--- config.mk ---
export PLATFORM = sky130hd
export DESIGN_NAME = sram_arbiter_sky130
export DESIGN_NICKNAME = d
export VERILOG_FILES = /design/src/rtl/sram_arb_pkg.sv /design/src/rtl/sram_arb_resp_pipe.sv /design/src/rtl/sram_arbiter_sky130.sv
export SDC_FILE = /design/constraint.sdc
export NUM_CORES = 1
export LEC_CHECK = 0
export CORE_MARGIN = 10
export CORE_UTILIZATION = 19
export DETAILED_ROUTE_END_ITERATION = 8
export GPL_ROUTABILITY_DRIVEN = 0
export PLACE_DENSITY = 0.78
export SLEW_MARGIN = 20
export SYNTH_ARGS = -nofsm -noshare
export SYNTH_HDL_FRONTEND = slang
export SYNTH_SLANG_ARGS = --single-unit
export TNS_END_PERCENT = 10
--- constraint.sdc ---
create_clock -name clock -period 1.45 [get_ports clock]
set_clock_uncertainty 0.2 [all_clocks]
set_input_delay 0.29 -clock clock [delete_from_list [all_inputs] [get_ports clock]]
set_output_delay 0.29 -clock clock [all_outputs]
set_load 0.02 [all_outputs]
--- src/rtl/sram_arb_pkg.sv ---
// Shared types and helpers for the two-port SRAM arbiter.
package sram_arb_pkg;

    // Requester identifiers, also used as priority-pointer values.
    localparam logic PORT0 = 1'b0;
    localparam logic PORT1 = 1'b1;

    // One entry of the read-response tag pipe: a read is in flight for `port`.
    typedef struct packed {
        logic vld;
        logic port;
    } rd_tag_t;

    // Round-robin update: after any grant the other port gets priority.
    function automatic logic next_prio(input logic granted,
                                       input logic gnt_port,
                                       input logic cur_prio);
        logic nxt;
        nxt = cur_prio;
        if (granted) begin
            nxt = ~gnt_port;
        end
        return nxt;
    endfunction

endpackage

--- src/rtl/sram_arb_resp_pipe.sv ---
// Fixed-length delay line of read tags, matching the wrapper+macro read latency.
// READ_LATENCY must be at least 1.
module sram_arb_resp_pipe
    import sram_arb_pkg::*;
#(
    parameter int unsigned READ_LATENCY = 2
) (
    input  logic    clock,
    input  logic    reset,
    input  rd_tag_t tag_in,
    output rd_tag_t tag_out
);

    rd_tag_t stage_q [READ_LATENCY];

    // Shift tags one stage per cycle; reset drops every in-flight read.
    always_ff @(posedge clock or posedge reset) begin
        if (reset) begin
            for (int i = 0; i < int'(READ_LATENCY); i++) begin
                stage_q[i] <= '0;
            end
        end else begin
            stage_q[0] <= tag_in;
            for (int i = 1; i < int'(READ_LATENCY); i++) begin
                stage_q[i] <= stage_q[i-1];
            end
        end
    end

    // The last stage lines up with the cycle in which sram_dout holds the read data.
    assign tag_out = stage_q[READ_LATENCY-1];

endmodule

--- src/rtl/sram_arbiter_sky130.sv ---
// Two-requester round-robin arbiter and sequencer for one single-port sky130 SRAM wrapper.
// One access is issued per cycle; read data is routed back to the issuing requester
// after the fixed READ_LATENCY, in issue order.
module sram_arbiter_sky130
    import sram_arb_pkg::*;
#(
    parameter int unsigned ADDR_WIDTH   = 8,
    parameter int unsigned DATA_WIDTH   = 32,
    parameter int unsigned WMASK_WIDTH  = 4,
    parameter int unsigned READ_LATENCY = 2
) (
    input  logic                   clock,
    input  logic                   reset,

    input  logic                   req0_valid,
    output logic                   req0_ready,
    input  logic                   req0_we,
    input  logic [WMASK_WIDTH-1:0] req0_wmask,
    input  logic [ADDR_WIDTH-1:0]  req0_addr,
    input  logic [DATA_WIDTH-1:0]  req0_wdata,
    output logic                   resp0_valid,
    output logic [DATA_WIDTH-1:0]  resp0_rdata,

    input  logic                   req1_valid,
    output logic                   req1_ready,
    input  logic                   req1_we,
    input  logic [WMASK_WIDTH-1:0] req1_wmask,
    input  logic [ADDR_WIDTH-1:0]  req1_addr,
    input  logic [DATA_WIDTH-1:0]  req1_wdata,
    output logic                   resp1_valid,
    output logic [DATA_WIDTH-1:0]  resp1_rdata,

    output logic                   sram_we,
    output logic [WMASK_WIDTH-1:0] sram_wmask,
    output logic [ADDR_WIDTH-1:0]  sram_addr,
    output logic [DATA_WIDTH-1:0]  sram_din,
    input  logic [DATA_WIDTH-1:0]  sram_dout
);

    logic    prio_q;
    logic    gnt0;
    logic    gnt1;
    rd_tag_t tag_in;
    rd_tag_t tag_out;

    // Grant: a lone requester wins; on contention the priority pointer decides.
    // Nothing is granted while reset is high.
    always_comb begin
        gnt0 = 1'b0;
        gnt1 = 1'b0;
        if (!reset) begin
            if (req0_valid && (!req1_valid || (prio_q == PORT0))) begin
                gnt0 = 1'b1;
            end else if (req1_valid) begin
                gnt1 = 1'b1;
            end
        end
    end

    assign req0_ready = gnt0;
    assign req1_ready = gnt1;

    // Priority pointer flips to the other port after every grant.
    always_ff @(posedge clock or posedge reset) begin
        if (reset) begin
            prio_q <= PORT0;
        end else begin
            prio_q <= next_prio(gnt0 | gnt1, gnt1, prio_q);
        end
    end

    // Drive the granted request onto the wrapper port; all zero when idle.
    always_comb begin
        sram_we    = 1'b0;
        sram_wmask = '0;
        sram_addr  = '0;
        sram_din   = '0;
        if (gnt0) begin
            sram_we    = req0_we;
            sram_wmask = req0_wmask;
            sram_addr  = req0_addr;
            sram_din   = req0_wdata;
        end else if (gnt1) begin
            sram_we    = req1_we;
            sram_wmask = req1_wmask;
            sram_addr  = req1_addr;
            sram_din   = req1_wdata;
        end
    end

    // Tag each issued read with its port; writes and idle cycles push an empty tag.
    always_comb begin
        tag_in.vld  = (gnt0 && !req0_we) || (gnt1 && !req1_we);
        tag_in.port = gnt1 ? PORT1 : PORT0;
    end

    sram_arb_resp_pipe #(
        .READ_LATENCY (READ_LATENCY)
    ) u_resp_pipe (
        .clock   (clock),
        .reset   (reset),
        .tag_in  (tag_in),
        .tag_out (tag_out)
    );

    // Route returning read data to the tagged port; rdata is zeroed when not valid.
    always_comb begin
        resp0_valid = tag_out.vld && (tag_out.port == PORT0);
        resp1_valid = tag_out.vld && (tag_out.port == PORT1);
        resp0_rdata = resp0_valid ? sram_dout : '0;
        resp1_rdata = resp1_valid ? sram_dout : '0;
    end

endmodule

* Yosys cells after proc, flatten, opt, wreduce, memory -nomap -nowiden *
Cells that the tools add are included.
W data, S select, Z words.

storage, ports and cells
  memories kept = 0
  output and inout port bits = 113
  flip-flop bits (word level) = 5
  logic and storage cells = 35
  bits in latches = 0
  bits in writable memories = 0
  input bits = 126
  memory bits (read-only) = 0

cells by class
  reductions and logical operators = 10
  shifts and indexed selects = 0
  div/mod/pow operators = 0
  equality and inequality tests = 0
  magnitude comparators = 0
  multiplexer cells = 16
  $add $sub $neg = 0
  bitwise gates (word level) = 4
  multipliers = 0

operator list
  operator             number
  $mux W32             4
  $mux W8              2
  $mux W1              8
  $mux W4              2
  $logic_and A1 B1 Y1  5
  $logic_not A1 Y1     3
  $not A1 Y1           3
  $logic_or A1 B1 Y1   2
  $or A1 B1 Y1         1

* Longest topological paths before layout *
  depth after elaboration = 7
  depth in mapped cells = 5
  depth with buffers taken out = 3

* Modules after synthesis *
From an unflattened synthesis, not the netlist that was laid out.

second synthesis, totals
  cell total of the unflattened synthesis = 204
  area, all modules = 1387.6 µm²

by module, submodules not included
  module               area an instance (µm²)  sequential area each (µm²)  instances  cells each
  sram_arbiter_sky130  1268.7                  25.0                        1          197
  sram_arb_resp_pipe   118.9                   100.1                       1          7

* Least setup slack after synthesis *
OpenSTA, ideal clock, no wires.

  path type = flip-flop to output port
  from = register prio_q
  to = output sram_addr[0]
  path slack = -0.223 ns
  cell stages (with the launch flop) = 6
  path buffers = 2
  arrival = 1.183 ns
  cells stage by stage = dfrtp_1 a21boi_2 buf_4 buf_4 a32oi_1 nor2_1

on the way
  longest elaborated chain between the ends = 7
  elaborated cells between the ends (all ways) = 9
  classes of those cells = mux (6); bitwise (1); reduce/logical (2)

RTL lines
  element                  line                       RTL
  start, declared          sram_arbiter_sky130.sv:40  logic prio_q;
  start signal, assigned   sram_arbiter_sky130.sv:68  prio_q <= next_prio(gnt0 | gnt1, gnt1, prio_q);
  $not A1 Y1 (*)           sram_arbiter_sky130.sv:52  if (req0_valid && (!req1_valid || (prio_q == PORT0))) begin
  $logic_or A1 B1 Y1 (*)   sram_arbiter_sky130.sv:52
  $logic_and A1 B1 Y1 (*)  sram_arbiter_sky130.sv:52
  $mux W1                  sram_arbiter_sky130.sv:52
  $mux W1                  sram_arbiter_sky130.sv:51  if (!reset) begin
  $mux W8                  sram_arbiter_sky130.sv:83  end else if (gnt1) begin
  $mux W8 (*)              sram_arbiter_sky130.sv:78  if (gnt0) begin
  end, declared            sram_arbiter_sky130.sv:35  output logic [ADDR_WIDTH-1:0] sram_addr,

Mark *: on every way between the ends. The rest lies on a longest branch, timed or not.

* Worst setup path after layout *
  from = register prio_q
  to = output sram_din[19]

on the way
  longest elaborated chain between the ends = 7
  elaborated cells between the ends (all ways) = 9
  classes of those cells = mux (6); bitwise (1); reduce/logical (2)

RTL lines
  element                  line                       RTL
  $not A1 Y1 (*)           sram_arbiter_sky130.sv:52
  $logic_or A1 B1 Y1 (*)   sram_arbiter_sky130.sv:52
  $logic_and A1 B1 Y1 (*)  sram_arbiter_sky130.sv:52
  $mux W1                  sram_arbiter_sky130.sv:52
  $mux W1                  sram_arbiter_sky130.sv:51
  $mux W32                 sram_arbiter_sky130.sv:83
  $mux W32 (*)             sram_arbiter_sky130.sv:78
  end, declared            sram_arbiter_sky130.sv:36  output logic [DATA_WIDTH-1:0] sram_din,

Marks and branches as above.

==> summary.txt <==
DR WL/cell = 19.3 um
Synthesis Warnings = 0
Lkg Pwr = 1.88 nW
Largest cells by area after synthesis = a32oi_1 (29%), and2_1 (16%), and3_1 (15%), nor2_1 (13%), dfrtp_1 (9.2%)
DP HPWL = 8460 um
FF-to-FF setup slack = -0.04 ns
Switch Pwr = 777 uW
Post-synth EDFFs = 0
Worst reg2reg path depth = 5
Max-slew violations = 0
CTS max path bufs = 2
Final Setup Violations = 114
ANT nets after route = 0
Endpoints failing hold = 0
Status = finished with violations
Worst Hold Path Cells = 0
CTS root buffer = clkbuf_8
Largest family of logic cells by synthesized area = simple AND/OR/NAND/NOR gates
Largest area contributor in the netlist = a32oi_1
Overall routing resource usage = 16.9%
Row count = 30
WHS = 0.143 ns
Setup TNS = -35.08 ns
CTS Sinks = 5
Max frequency = 0.520 GHz
Flop pwr share = 8.6%
Syn nets = 327
Sequential area share after synthesis = 9.21%
Largest delay share family, worst path = flip-flops
Starting Density = 19.8%
Die width = 105 um
Final Worst Setup Slack = -0.472 ns
Int Pwr = 1.18 mW
Slowest CP cell = dfrtp_1
CORE AREA = 6870 um2
# H-tree levels = 1
Post-synthesis simple-gate area fraction = 45.4%
Clock buffers created by TritonCTS = 3
Ant diodes = 0
Clock Power Share = 12.8%
Layout area overhead = 225%
Flops & latches, synth = 5
Port Buffers = 238
Reg2reg start = prio_q
Switch share = 39.7%
TritonCTS clock tree = done
Die Area = 10900 um2
CP max FO = 19
Synth cell types = 19
Unrepaired setup endpoints after global routing = true
Async set-or-reset flop fraction in the synthesized netlist = 100%
Setup crit end kind = output port
Initial antenna violation count = 0
Fin crit period = 1.92 ns
Clk_lat worst skew = 0.22 ns
Combinational Power Share = 78.6%
Post-Synth Adder-Cell Area = 0%
XOR/XNOR Fraction of Synth Area = 0%
DR iter-0 viols = 72
Worst VDD drop = 0.318 mV
First-pass GRT wire length = 15300 um
Fillers = 552
Worst-margin pin slew = 0.237 ns
Cells after DPL = 526
Post-Layout Cell Count = 532
Worst Path Buf+Inv = 2
Mapped Area = 1360 um2
Number of global-route vias before repair = 2763
Hold Crit Class = reg2reg
Num ports = 239
Die Span Y = 105 um
Worst Path Arrival = 1.43 ns
Share of layout cells above drive strength 1 = 49.8%
Final wirelength = 10300 um
Drt drc = 0
Crit-path max cell delay = 0.42 ns
Crit path kind = reg2out
Total number of vias = 2518
Count of nets after finishing = 563
Slew Limit Headroom = 84.1%
Cells after synthesis = 201
Crit path cell chain = a21boi_4 -> buf_12 -> a32oi_2 -> nor2_2 -> buf_4
Worst path required time = 0.96 ns
Startpoint types = flop
Top cell type's share of synthesized area = 29.0%
Clock-pin slew on the worst setup and hold paths = 0.04 ns
Synth Flop Type = dfrtp_1
Post-synthesis compound-gate area fraction = 31.2%
Pwr/cell area = 443 nW/um2
Initial DRT Pass Iterations = 4
Final critical-path share of the clock period = 133%
Place WS = -1.11 ns
Avg Cell Area, Syn = 6.76 um2
Max-cap viol count = 0
Hold Path Origin = u_resp_pipe.stage_q[2]
Failing checks = negative setup slack
Largest net degree at the start of global routing = 34
Mux contribution to synthesized area = 0%
DR vias/cell = 4.73
Grt ovf = 0
WHS Endpoint = u_resp_pipe.tag_out[0]
Reg-to-Reg End = u_resp_pipe.stage_q[3]
[cell usage in the layout, fill, tap and decap left out]
cell type and n:
nor2_1 6, dlygate4sd2_1 2, dfrtp_1 4, clkbuf_1 1, a32oi_1 27, buf_8 1, nor2b_4 1, a21boi_4 1
inv_1 1, a31oi_1 1, and3_4 13, and3_1 19, nand2_1 1, buf_6 100, buf_4 25, clkbuf_8 3
a32oi_2 17, and2_1 33, a21oi_1 1, buf_12 7, a32oi_4 1, buf_2 2, nand2b_4 1, nor2_2 39
dfrtp_2 1, dlygate4sd3_1 1, nor2_4 2, nand2_2 1, and2_4 1, clkdlybuf4s50_1 122, o31ai_2 1
[per-layer routing]
layer / wire [um] / track usage [%] / up-vias / part of all wire (%)
met1: 3460 / 16.2 / 1136 / 34
li1: - / - / 1224 / -
met5: 0 / 0 / - / 0
met3: 1460 / 9.89 / 0 / 14
met4: 0 / 0.596 / 0 / 0
met2: 5340 / 31.9 / 158 / 52
[layout make-up]
cell class,count,area (um2),area share [%]
tap,96,120,2.72
clock buffer,4,45.0,1.02
multi-input combinational,166,1390,31.5
sequential,5,126,2.86
inverter,1,3.75,0.0851
timing repair buffer,260,2730,61.8
[sequential cells by signal, summed over array words and instances (netlist names)]
signal,count
prio_q,1
u_resp_pipe.stage_q,2
u_resp_pipe.tag_out,2
[synth_stat cells (2+ instances only)]
master,number
and2_1,34
buf_4,4
nor2_1,47
a32oi_1,45
nand2_1,2
buf_8,4
buf_2,9
dfrtp_1,5
and3_1,32
clkbuf_1,10
[power groups by stage]
stage | sequential (mW) | combinational (mW) | clock [mW]
4_1_cts | 0.168 | 1.54 | 0.258
2_1_floorplan | 0.167 | 0.644 | 0
3_5_place_dp | 0.169 | 1.42 | 0
3_3_place_gp | 0.168 | 1.40 | 0
5_1_grt | 0.170 | 1.63 | 0.283
6_report | 0.169 | 1.54 | 0.251
[metrics by stage]
stage | util (%) | power (mW) | area (um2)
global placement | 58.7 | 1.57 | 4030
finish | 64.2 | 1.96 | 4410
CTS | 63.0 | 1.96 | 4320
floorplan | - | 0.811 | 1490
detailed placement | 58.7 | 1.59 | 4030
global route | 64.2 | 2.08 | 4410
[logic make-up after synthesis]
family | Yosys count
AO/OA/AOI/OAI | 49
buffers and inverters | 30
flip-flops | 5
AND/OR/NAND/NOR | 117
[worst max path at each step]
stage	startpoint	end	slack [ns]	cells past startpoint
floorplan	prio_q	sram_addr[0]	-0.15	5
global placement	req0_valid	sram_din[29]	-1.08	6
detailed placement	req0_valid	sram_din[29]	-1.11	6
CTS	prio_q	sram_din[0]	-0.50	6
global route	prio_q	sram_wmask[1]	-0.58	5
finish	prio_q	sram_din[19]	-0.47	5
[timing repair]
item,in CTS,in global routing
gates resized for setup,674,36
cloned,1,0
setup endpoints to repair,115,114
hold buffers,1,0
endpoints found under the hold margin,5,0
setup buffers,2,0
pin swaps,16,4
Note: power is estimated with default switching activity, not from simulation.
